**config.mk**
```make
export PLATFORM = sky130hd
export DESIGN_NAME = sub32_serial
export DESIGN_NICKNAME = d
export VERILOG_FILES = /design/src/rtl/sub32_serial.sv
export SDC_FILE = /design/constraint.sdc
export NUM_CORES = 1
export LEC_CHECK = 0
export BUFFER_PORTS_ARGS = -buffer_cell sky130_fd_sc_hd__clkbuf_2
export CORE_MARGIN = 1.5
export CORE_UTILIZATION = 25
export CTS_BUF_LIST = sky130_fd_sc_hd__clkbuf_4 sky130_fd_sc_hd__clkbuf_8
export DETAILED_ROUTE_END_ITERATION = 10
export GPL_ROUTABILITY_DRIVEN = 0
export PLACE_DENSITY = 0.46
export SLEW_MARGIN = 20
export SYNTH_ARGS = -nofsm -noshare
export SYNTH_HDL_FRONTEND = slang
export SYNTH_SLANG_ARGS = --single-unit
export TNS_END_PERCENT = 10
```
**constraint.sdc**
```tcl
create_clock -name clk_i -period 4.1 [get_ports clk_i]
set_input_delay 1.025 -clock clk_i [delete_from_list [all_inputs] [get_ports clk_i]]
set_output_delay 1.025 -clock clk_i [all_outputs]
set_load 0.05 [all_outputs]
```
**src/rtl/sub32_serial.sv**
```systemverilog
// Nibble-serial subtractor: diff = a - b - bin, one 4-bit slice per RUN cycle,
// with registered borrow/overflow/zero flags and valid/ready handshakes.
//
// state | meaning
// IDLE  | ready_o=1, waiting for valid_i to latch operands
// RUN   | one nibble of the difference computed per edge
// DONE  | valid_o=1, result held until ready_i
module sub32_serial #(
  parameter int WIDTH = 32
) (
  input  logic             clk_i,
  input  logic             rst_ni,
  input  logic             valid_i,
  output logic             ready_o,
  input  logic [WIDTH-1:0] din1_i,
  input  logic [WIDTH-1:0] din2_i,
  input  logic             bin_i,
  output logic             valid_o,
  input  logic             ready_i,
  output logic [WIDTH-1:0] diff_o,
  output logic             bout_o,
  output logic             ovf_o,
  output logic             zero_o
);

  localparam int STEPS = WIDTH / 4;
  localparam int SW    = (STEPS > 1) ? $clog2(STEPS) : 1;
  localparam int MSB   = WIDTH - 1;
  localparam logic [SW-1:0] LAST_STEP = SW'(STEPS - 1);

  typedef enum logic [1:0] {IDLE, RUN, DONE} state_e;

  state_e           state_q, state_d;
  logic [WIDTH-1:0] a_q, a_d;
  logic [WIDTH-1:0] b_q, b_d;
  logic [WIDTH-1:0] diff_q, diff_d;
  logic [SW-1:0]    step_q, step_d;
  logic             borrow_q, borrow_d;
  logic             bout_q, bout_d;
  logic             ovf_q, ovf_d;
  logic             zero_q, zero_d;
  logic [3:0]       a_nib, b_nib;
  logic [4:0]       nib_sum;

  always_comb begin
    state_d  = state_q;
    a_d      = a_q;
    b_d      = b_q;
    diff_d   = diff_q;
    step_d   = step_q;
    borrow_d = borrow_q;
    bout_d   = bout_q;
    ovf_d    = ovf_q;
    zero_d   = zero_q;

    // Subtraction as a + ~b + ~borrow; carry-out of the slice is "no borrow".
    a_nib   = a_q[4*step_q +: 4];
    b_nib   = b_q[4*step_q +: 4];
    nib_sum = {1'b0, a_nib} + {1'b0, ~b_nib} + {4'b0000, ~borrow_q};

    case (state_q)
      IDLE: begin
        if (valid_i) begin
          a_d      = din1_i;
          b_d      = din2_i;
          step_d   = '0;
          borrow_d = bin_i;
          state_d  = RUN;
        end
      end
      RUN: begin
        diff_d[4*step_q +: 4] = nib_sum[3:0];
        borrow_d              = ~nib_sum[4];
        if (step_q == LAST_STEP) begin
          step_d  = '0;
          state_d = DONE;
          bout_d  = ~nib_sum[4];
          ovf_d   = (a_q[MSB] != b_q[MSB]) && (diff_d[MSB] != a_q[MSB]);
          zero_d  = (diff_d == '0);
        end else begin
          step_d = step_q + SW'(1);
        end
      end
      DONE: begin
        if (ready_i) state_d = IDLE;
      end
      default: state_d = IDLE;
    endcase
  end

  always_ff @(posedge clk_i or negedge rst_ni) begin
    if (!rst_ni) begin
      state_q  <= IDLE;
      a_q      <= '0;
      b_q      <= '0;
      diff_q   <= '0;
      step_q   <= '0;
      borrow_q <= 1'b0;
      bout_q   <= 1'b0;
      ovf_q    <= 1'b0;
      zero_q   <= 1'b0;
    end else begin
      state_q  <= state_d;
      a_q      <= a_d;
      b_q      <= b_d;
      diff_q   <= diff_d;
      step_q   <= step_d;
      borrow_q <= borrow_d;
      bout_q   <= bout_d;
      ovf_q    <= ovf_d;
      zero_q   <= zero_d;
    end
  end

  assign ready_o = (state_q == IDLE);
  assign valid_o = (state_q == DONE);
  assign diff_o  = diff_q;
  assign bout_o  = bout_q;
  assign ovf_o   = ovf_q;
  assign zero_o  = zero_q;

endmodule

```
**Yosys cells after proc, flatten, opt, wreduce, memory -nomap -nowiden**

Index checks and enable logic that the tools add are counted.

- Add/subtract/negate cells: 4
- Equality and inequality tests: 8
- Shift-type cells: 4
- Muxes and demuxes: 10
- Bitwise logic cells: 3
- Reduce and logical (&&, ||, !) cells: 8

Operators with widths:

| operator | number |
|---|---|
| 32-bit by 6-bit indexed part select with 4-bit output | 2 |
| 5-bit negator with 34-bit output | 1 |
| 4-bit by 34-bit variable shift with 32-bit output (first input constant) | 1 |
| 4-bit by 34-bit indexed part select with 32-bit output | 1 |
| 32-bit bitwise mux | 1 |
| 32-bit logical NOT | 1 |
| 2-bit two-way mux | 3 |
| 3-bit two-way mux | 2 |
| 2-bit case mux with 3 select lines | 1 |
| 3-bit case mux with 2 select lines | 1 |
| 2-bit AND reduction | 3 |
| 4-bit by 4-bit adder with 5-bit output | 1 |
| 5-bit by 1-bit adder with 5-bit output | 1 |
| 2-bit inequality test (second input constant) | 2 |
| 4-bit inverter | 1 |
| 3-bit by 1-bit adder with 3-bit output (second input constant) | 1 |
| 3-bit == test (second input constant) | 1 |
| 3-bit AND reduction | 1 |
| 2-bit by 1-bit == test with 1-bit output (second input constant) | 1 |
| 2-bit == test (second input constant) | 1 |
| 2-bit logical NOT | 1 |
| 1-bit inequality test | 2 |
| 2-bit by 1-bit inequality test with 1-bit output (second input constant) | 1 |
| 1-bit inverter | 2 |
| 4 further kinds | 4 |

- Register bits: 105
- Input port bits: 69
- Output and inout bits: 37
- Word-level logic and storage cells: 46

**Depth between registers and ports, before layout**

- Depth in word-level cells: 8
- Depth in mapped cells: 13
- Depth with buffers taken out: 12

**Worst setup path after synthesis**

Ideal clock, no wire load.

- Kind: register to register
- From: register step_q[0]
- To: register zero_q (netlist: zero_o)
- Setup time: 0.067 ns
- Data arrival time: 4.260 ns
- Data required time: 4.033 ns
- Slack: -0.227 ns
- Stages on the path, launching flop included: 14
- Path buffers: 2
- Clock period less this slack: 4.327 ns
- Cell sequence: dfrtp_1 buf_1 buf_2 mux4_2 mux2i_1 fa_1 inv_1 fa_1 xnor2_1 nand3b_1 a31o_1 or4_1 a2111oi_1 a22o_1

- Word-level cells in the longest chain between the ends: 7
- Elaborated cells between the ends (all ways): 12
- Classes of those cells: add/sub: 3; eq/ne: 1; shift: 4; mux: 1; bitwise: 1; reduce/logical: 2

Ends and longest elaborated chain:

| what | RTL line | source |
|---|---|---|
| start, declared | 37 | `logic [SW-1:0] step_q, step_d;` |
| start signal, assigned | 107 | `step_q <= step_d;` |
| 32-bit by 6-bit indexed part select with 4-bit output | 58 | `b_nib = b_q[4*step_q +: 4];` |
| 4-bit inverter | 59 | `nib_sum = {1'b0, a_nib} + {1'b0, ~b_nib} + {4'b0000, ~borrow_q};` |
| 4-bit by 4-bit adder with 5-bit output | 59 |  |
| 5-bit by 1-bit adder with 5-bit output | 59 |  |
| 4-bit by 34-bit indexed part select with 32-bit output | 72 | `diff_d[4*step_q +: 4] = nib_sum[3:0];` |
| 32-bit bitwise mux | 72 |  |
| 32-bit logical NOT | 79 | `zero_d = (diff_d == '0);` |
| end signal, assigned | 111 | `zero_q <= zero_d;` |
| end, declared | 41 | `logic zero_q, zero_d;` |

Parallel ways exist; a longest one is shown, timed or not.
A chain may end at the register's enable or synchronous reset.

**Final worst setup path**

Same ends and word-level chain as after synthesis.

==> impl_metrics.json <==
{
  "final_core_util": 0.312,
  "synthArstFlopShare": 1.00,
  "clk_transition_reported_paths_ns": 0.10,
  "worst_hold_path_type": "reg2reg",
  "totalNegativeSetupSlack_ns": 0,
  "first_global_vias": 4046,
  "dr_total_vias": 3933,
  "path_class": "reg2reg",
  "yosys_warnings": 0,
  "post-cts-setup-buffer-count": 0,
  "initial_core_utilization": 0.257,
  "share_seq_of_total_power": 0.310,
  "swShare": 0.482,
  "grt_setup_unrepaired": "no",
  "die_x_um": 145,
  "layout.filler_cells": 2089,
  "timing.max_cap.violations": 0,
  "syn_nets": 596,
  "multi_input_area_um2": 2290,
  "fin_nets": 701,
  "cts.htree.levels": 3,
  "worstSetupEndpoint": "zero_o",
  "antenna_cells": 0,
  "total_switching_power_mw": 2.84,
  "crit_path_max_fanout": 6,
  "cts-root-to-sink-buffers": 2,
  "gr-total-overflow": 0,
  "tritoncts": "yes",
  "critical_path.endpoint_type": "flip-flop",
  "layout-drive-gt1-share": 0.288,
  "startpoint_class_of_the_critical_path": "flip-flop",
  "setup.reg_to_reg.worst_slack_ns": 0.33,
  "viasPerCell": 4.42,
  "clock-skew-final_ns": 0.0125,
  "final_hold_slack_ns": 0.482,
  "grt_usage": 0.132,
  "clkPwrFrac": 0.113,
  "synth_edf_count": 0,
  "antenna_found_initial": 0,
  "r2r_start": "step_q[0]",
  "outcome": "finished clean",
  "synth_ff_type": "sky130_fd_sc_hd__dfrtp_1",
  "maximum_number_of_pins_on_one_net_before_global_route_repair": 87,
  "buffer_ports.inserted": 105,
  "max_freq_ghz": 0.265,
  "cp_data_required_time_ns": 4.42,
  "p_leak_nw": 3.17,
  "synth_area_per_cell_um2": 9.78,
  "internal_power_mw": 3.05,
  "cts-buffers-inserted": 9,
  "fin_crit_ns": 3.77,
  "drt_pass1_iterations": 4,
  "floorplan.rows": 51,
  "ys_seq_area_frac": 0.522,
  "synth_register_bits": 105,
  "clock_sink_count": 105,
  "grt_first_pass_wirelength_um": 21900,
  "floorplan.io_pins": 106,
  "final-hold-violation-count": 0,
  "slew_violations": 0,
  "arr_time_crit_path_ns": 4.10,
  "regArea_um2": 2630,
  "place.detailed.hpwl_um": 10000,
  "area_growth_pct": 21.3,
  "max_slew.worst_pin.slew_ns": 0.788,
  "design.core.area_um2": 19600,
  "wirelength_um": 13400,
  "power_frac_comb": 0.577,
  "clock_insertion_delay_worst_skew_ns": 0.39,
  "final_setup_violation_count": 0,
  "r2r.worst_path.cells": 11,
  "fp.dieH_um": 145,
  "master_cell_of_the_clock_root_buffer": "sky130_fd_sc_hd__clkbuf_8",
  "synthDistinctLibCells": 48,
  "ir_drop_uv": 509,
  "postRouteAntennaNets": 0,
  "netlist_instances": 515,
  "crit_path_launch": "step_q[0]",
  "die-area_um2": 21000,
  "worst_slew_margin_rel": 0.475,
  "synth.cell_area_um2": 5030,
  "power_density_nw_per_um2": 965,
  "drt-initial-drc-count": 274,
  "route.detailed.drc": 0,
  "layout_worst_path_cycle_share": 0.920,
  "crit-reg2reg-capture": "zero_o",
  "drt-wirelength-per-cell_um": 15.1
}
## cell usage after synthesis (2+ instances only)
cell	number	area share
sky130_fd_sc_hd__nand3_1	4	0.0040
sky130_fd_sc_hd__o31ai_1	3	0.0045
sky130_fd_sc_hd__nor4_1	5	0.0062
sky130_fd_sc_hd__buf_2	3	0.0030
sky130_fd_sc_hd__mux2i_1	5	0.0099
sky130_fd_sc_hd__a21oi_1	2	0.0020
sky130_fd_sc_hd__mux2_2	25	0.056
sky130_fd_sc_hd__nor3_1	6	0.0060
sky130_fd_sc_hd__nor2_1	17	0.013
sky130_fd_sc_hd__o32ai_1	2	0.0035
sky130_fd_sc_hd__o21ai_0	12	0.012
sky130_fd_sc_hd__and2_1	2	0.0025
sky130_fd_sc_hd__nand2b_1	2	0.0025
sky130_fd_sc_hd__inv_1	6	0.0045
sky130_fd_sc_hd__fa_1	2	0.0080
sky130_fd_sc_hd__buf_1	3	0.0022
sky130_fd_sc_hd__clkbuf_1	16	0.012
sky130_fd_sc_hd__mux4_2	16	0.072
sky130_fd_sc_hd__or4_1	3	0.0045
sky130_fd_sc_hd__nand3b_1	2	0.0030
sky130_fd_sc_hd__o41ai_1	2	0.0035
sky130_fd_sc_hd__ha_1	10	0.025
sky130_fd_sc_hd__or3_1	3	0.0037
sky130_fd_sc_hd__dfrtp_1	105	0.52
sky130_fd_sc_hd__and3_1	2	0.0025
sky130_fd_sc_hd__nand2_1	231	0.17
sky130_fd_sc_hd__a21o_1	2	0.0030
sky130_fd_sc_hd__a31oi_1	4	0.0050
## cell usage in the layout (no fill, tap or decap), types with 10 or more instances in the layout
cell type,count
sky130_fd_sc_hd__buf_4,11
sky130_fd_sc_hd__clkbuf_2,104
sky130_fd_sc_hd__clkbuf_8,10
sky130_fd_sc_hd__dfrtp_1,105
sky130_fd_sc_hd__ha_1,10
sky130_fd_sc_hd__mux2_2,25
sky130_fd_sc_hd__mux4_2,16
sky130_fd_sc_hd__nand2_1,230
sky130_fd_sc_hd__nor2_1,17
sky130_fd_sc_hd__o21ai_0,12
## power groups by stage
stage	combinational, mW	clock (mW)	sequential, mW
after global placement	3.36	0	1.85
after detailed placement	3.40	0	1.85
after floorplan	1.96	0	2.18
final	3.40	0.668	1.83
after CTS	3.42	0.697	1.83
after global routing	3.74	0.740	1.90
## layer usage
metal	global-route usage	vias up	routed length (µm)
li1	-	1937	-
met1	0.192	1872	6730
met2	0.194	116	5830
met3	0.0396	8	745
met4	0.0247	0	84
met5	0	-	0
## cells by family (layout without fill, tap and decap cells)
group,count (synthesis),after routing,share of synthesized area
AO/OA/AOI/OAI,36,36,0.0485
XOR/XNOR,2,2,0.00348
adder cells (fa/ha/maj),12,12,0.0328
buffers and inverters,30,139,0.0246
flip-flops,105,105,0.522
multiplexers,46,46,0.137
AND/OR/NAND/NOR,284,284,0.231
## cell type report
type,instances,area share
clock buffer,10,0.0225
clock inverter,5,0.0107
inverter,7,0.00430
multi-input combinational,380,0.375
sequential,105,0.430
tap,265,0.0543
timing repair buffer,117,0.102
## metrics by stage
stage	total power, mW	std cells	instance area, µm²	worst slack (ns)
floorplan	4.14	515	5040	0.0145
CTS	5.95	889	6100	0.295
global placement	5.21	874	5890	0.421
finish	5.90	889	6110	0.326
global route	6.37	889	6110	0.0738
detailed placement	5.26	874	5900	0.333
## flip-flops by register name, summed over array words and instances (netlist names)
| name | count |
|---|---|
| a_q | 32 |
| state_q | 2 |
| ovf_o | 1 |
| borrow_q | 1 |
| zero_o | 1 |
| b_q | 32 |
| bout_o | 1 |
| step_q | 3 |
| diff_o | 32 |
## critical path, stage by stage, from the launching register on
cell and delay (ns):
sky130_fd_sc_hd__dfrtp_1 0.56, sky130_fd_sc_hd__mux4_2 0.57, sky130_fd_sc_hd__nand2_1 0.08, sky130_fd_sc_hd__nand2_1 0.07, sky130_fd_sc_hd__fa_1 0.38, sky130_fd_sc_hd__inv_1 0.10
sky130_fd_sc_hd__fa_1 0.50, sky130_fd_sc_hd__nand3b_1 0.25, sky130_fd_sc_hd__a31o_1 0.24, sky130_fd_sc_hd__or4_1 0.51, sky130_fd_sc_hd__a2111oi_1 0.27, sky130_fd_sc_hd__a22o_1 0.18
## worst min-delay path by stage
stage          startpoint  endpoint  slack [ns]  cells past startpoint
2_1_floorplan     a_q[10]   a_q[10]        0.44                      2
3_3_place_gp      b_q[16]   b_q[16]        0.46                      2
3_5_place_dp      a_q[27]   a_q[27]        0.46                      2
4_1_cts           a_q[27]   a_q[27]        0.49                      2
5_1_grt            a_q[3]    a_q[3]        0.51                      2
6_report          a_q[27]   a_q[27]        0.48                      2
## repair_timing
| item | in CTS | in global routing |
|---|---|---|
| hold buffers | 0 | 0 |
| setup endpoints to repair | 0 | 1 |
| resized for setup | 0 | 1 |
Power figures use the tool's default switching activity.
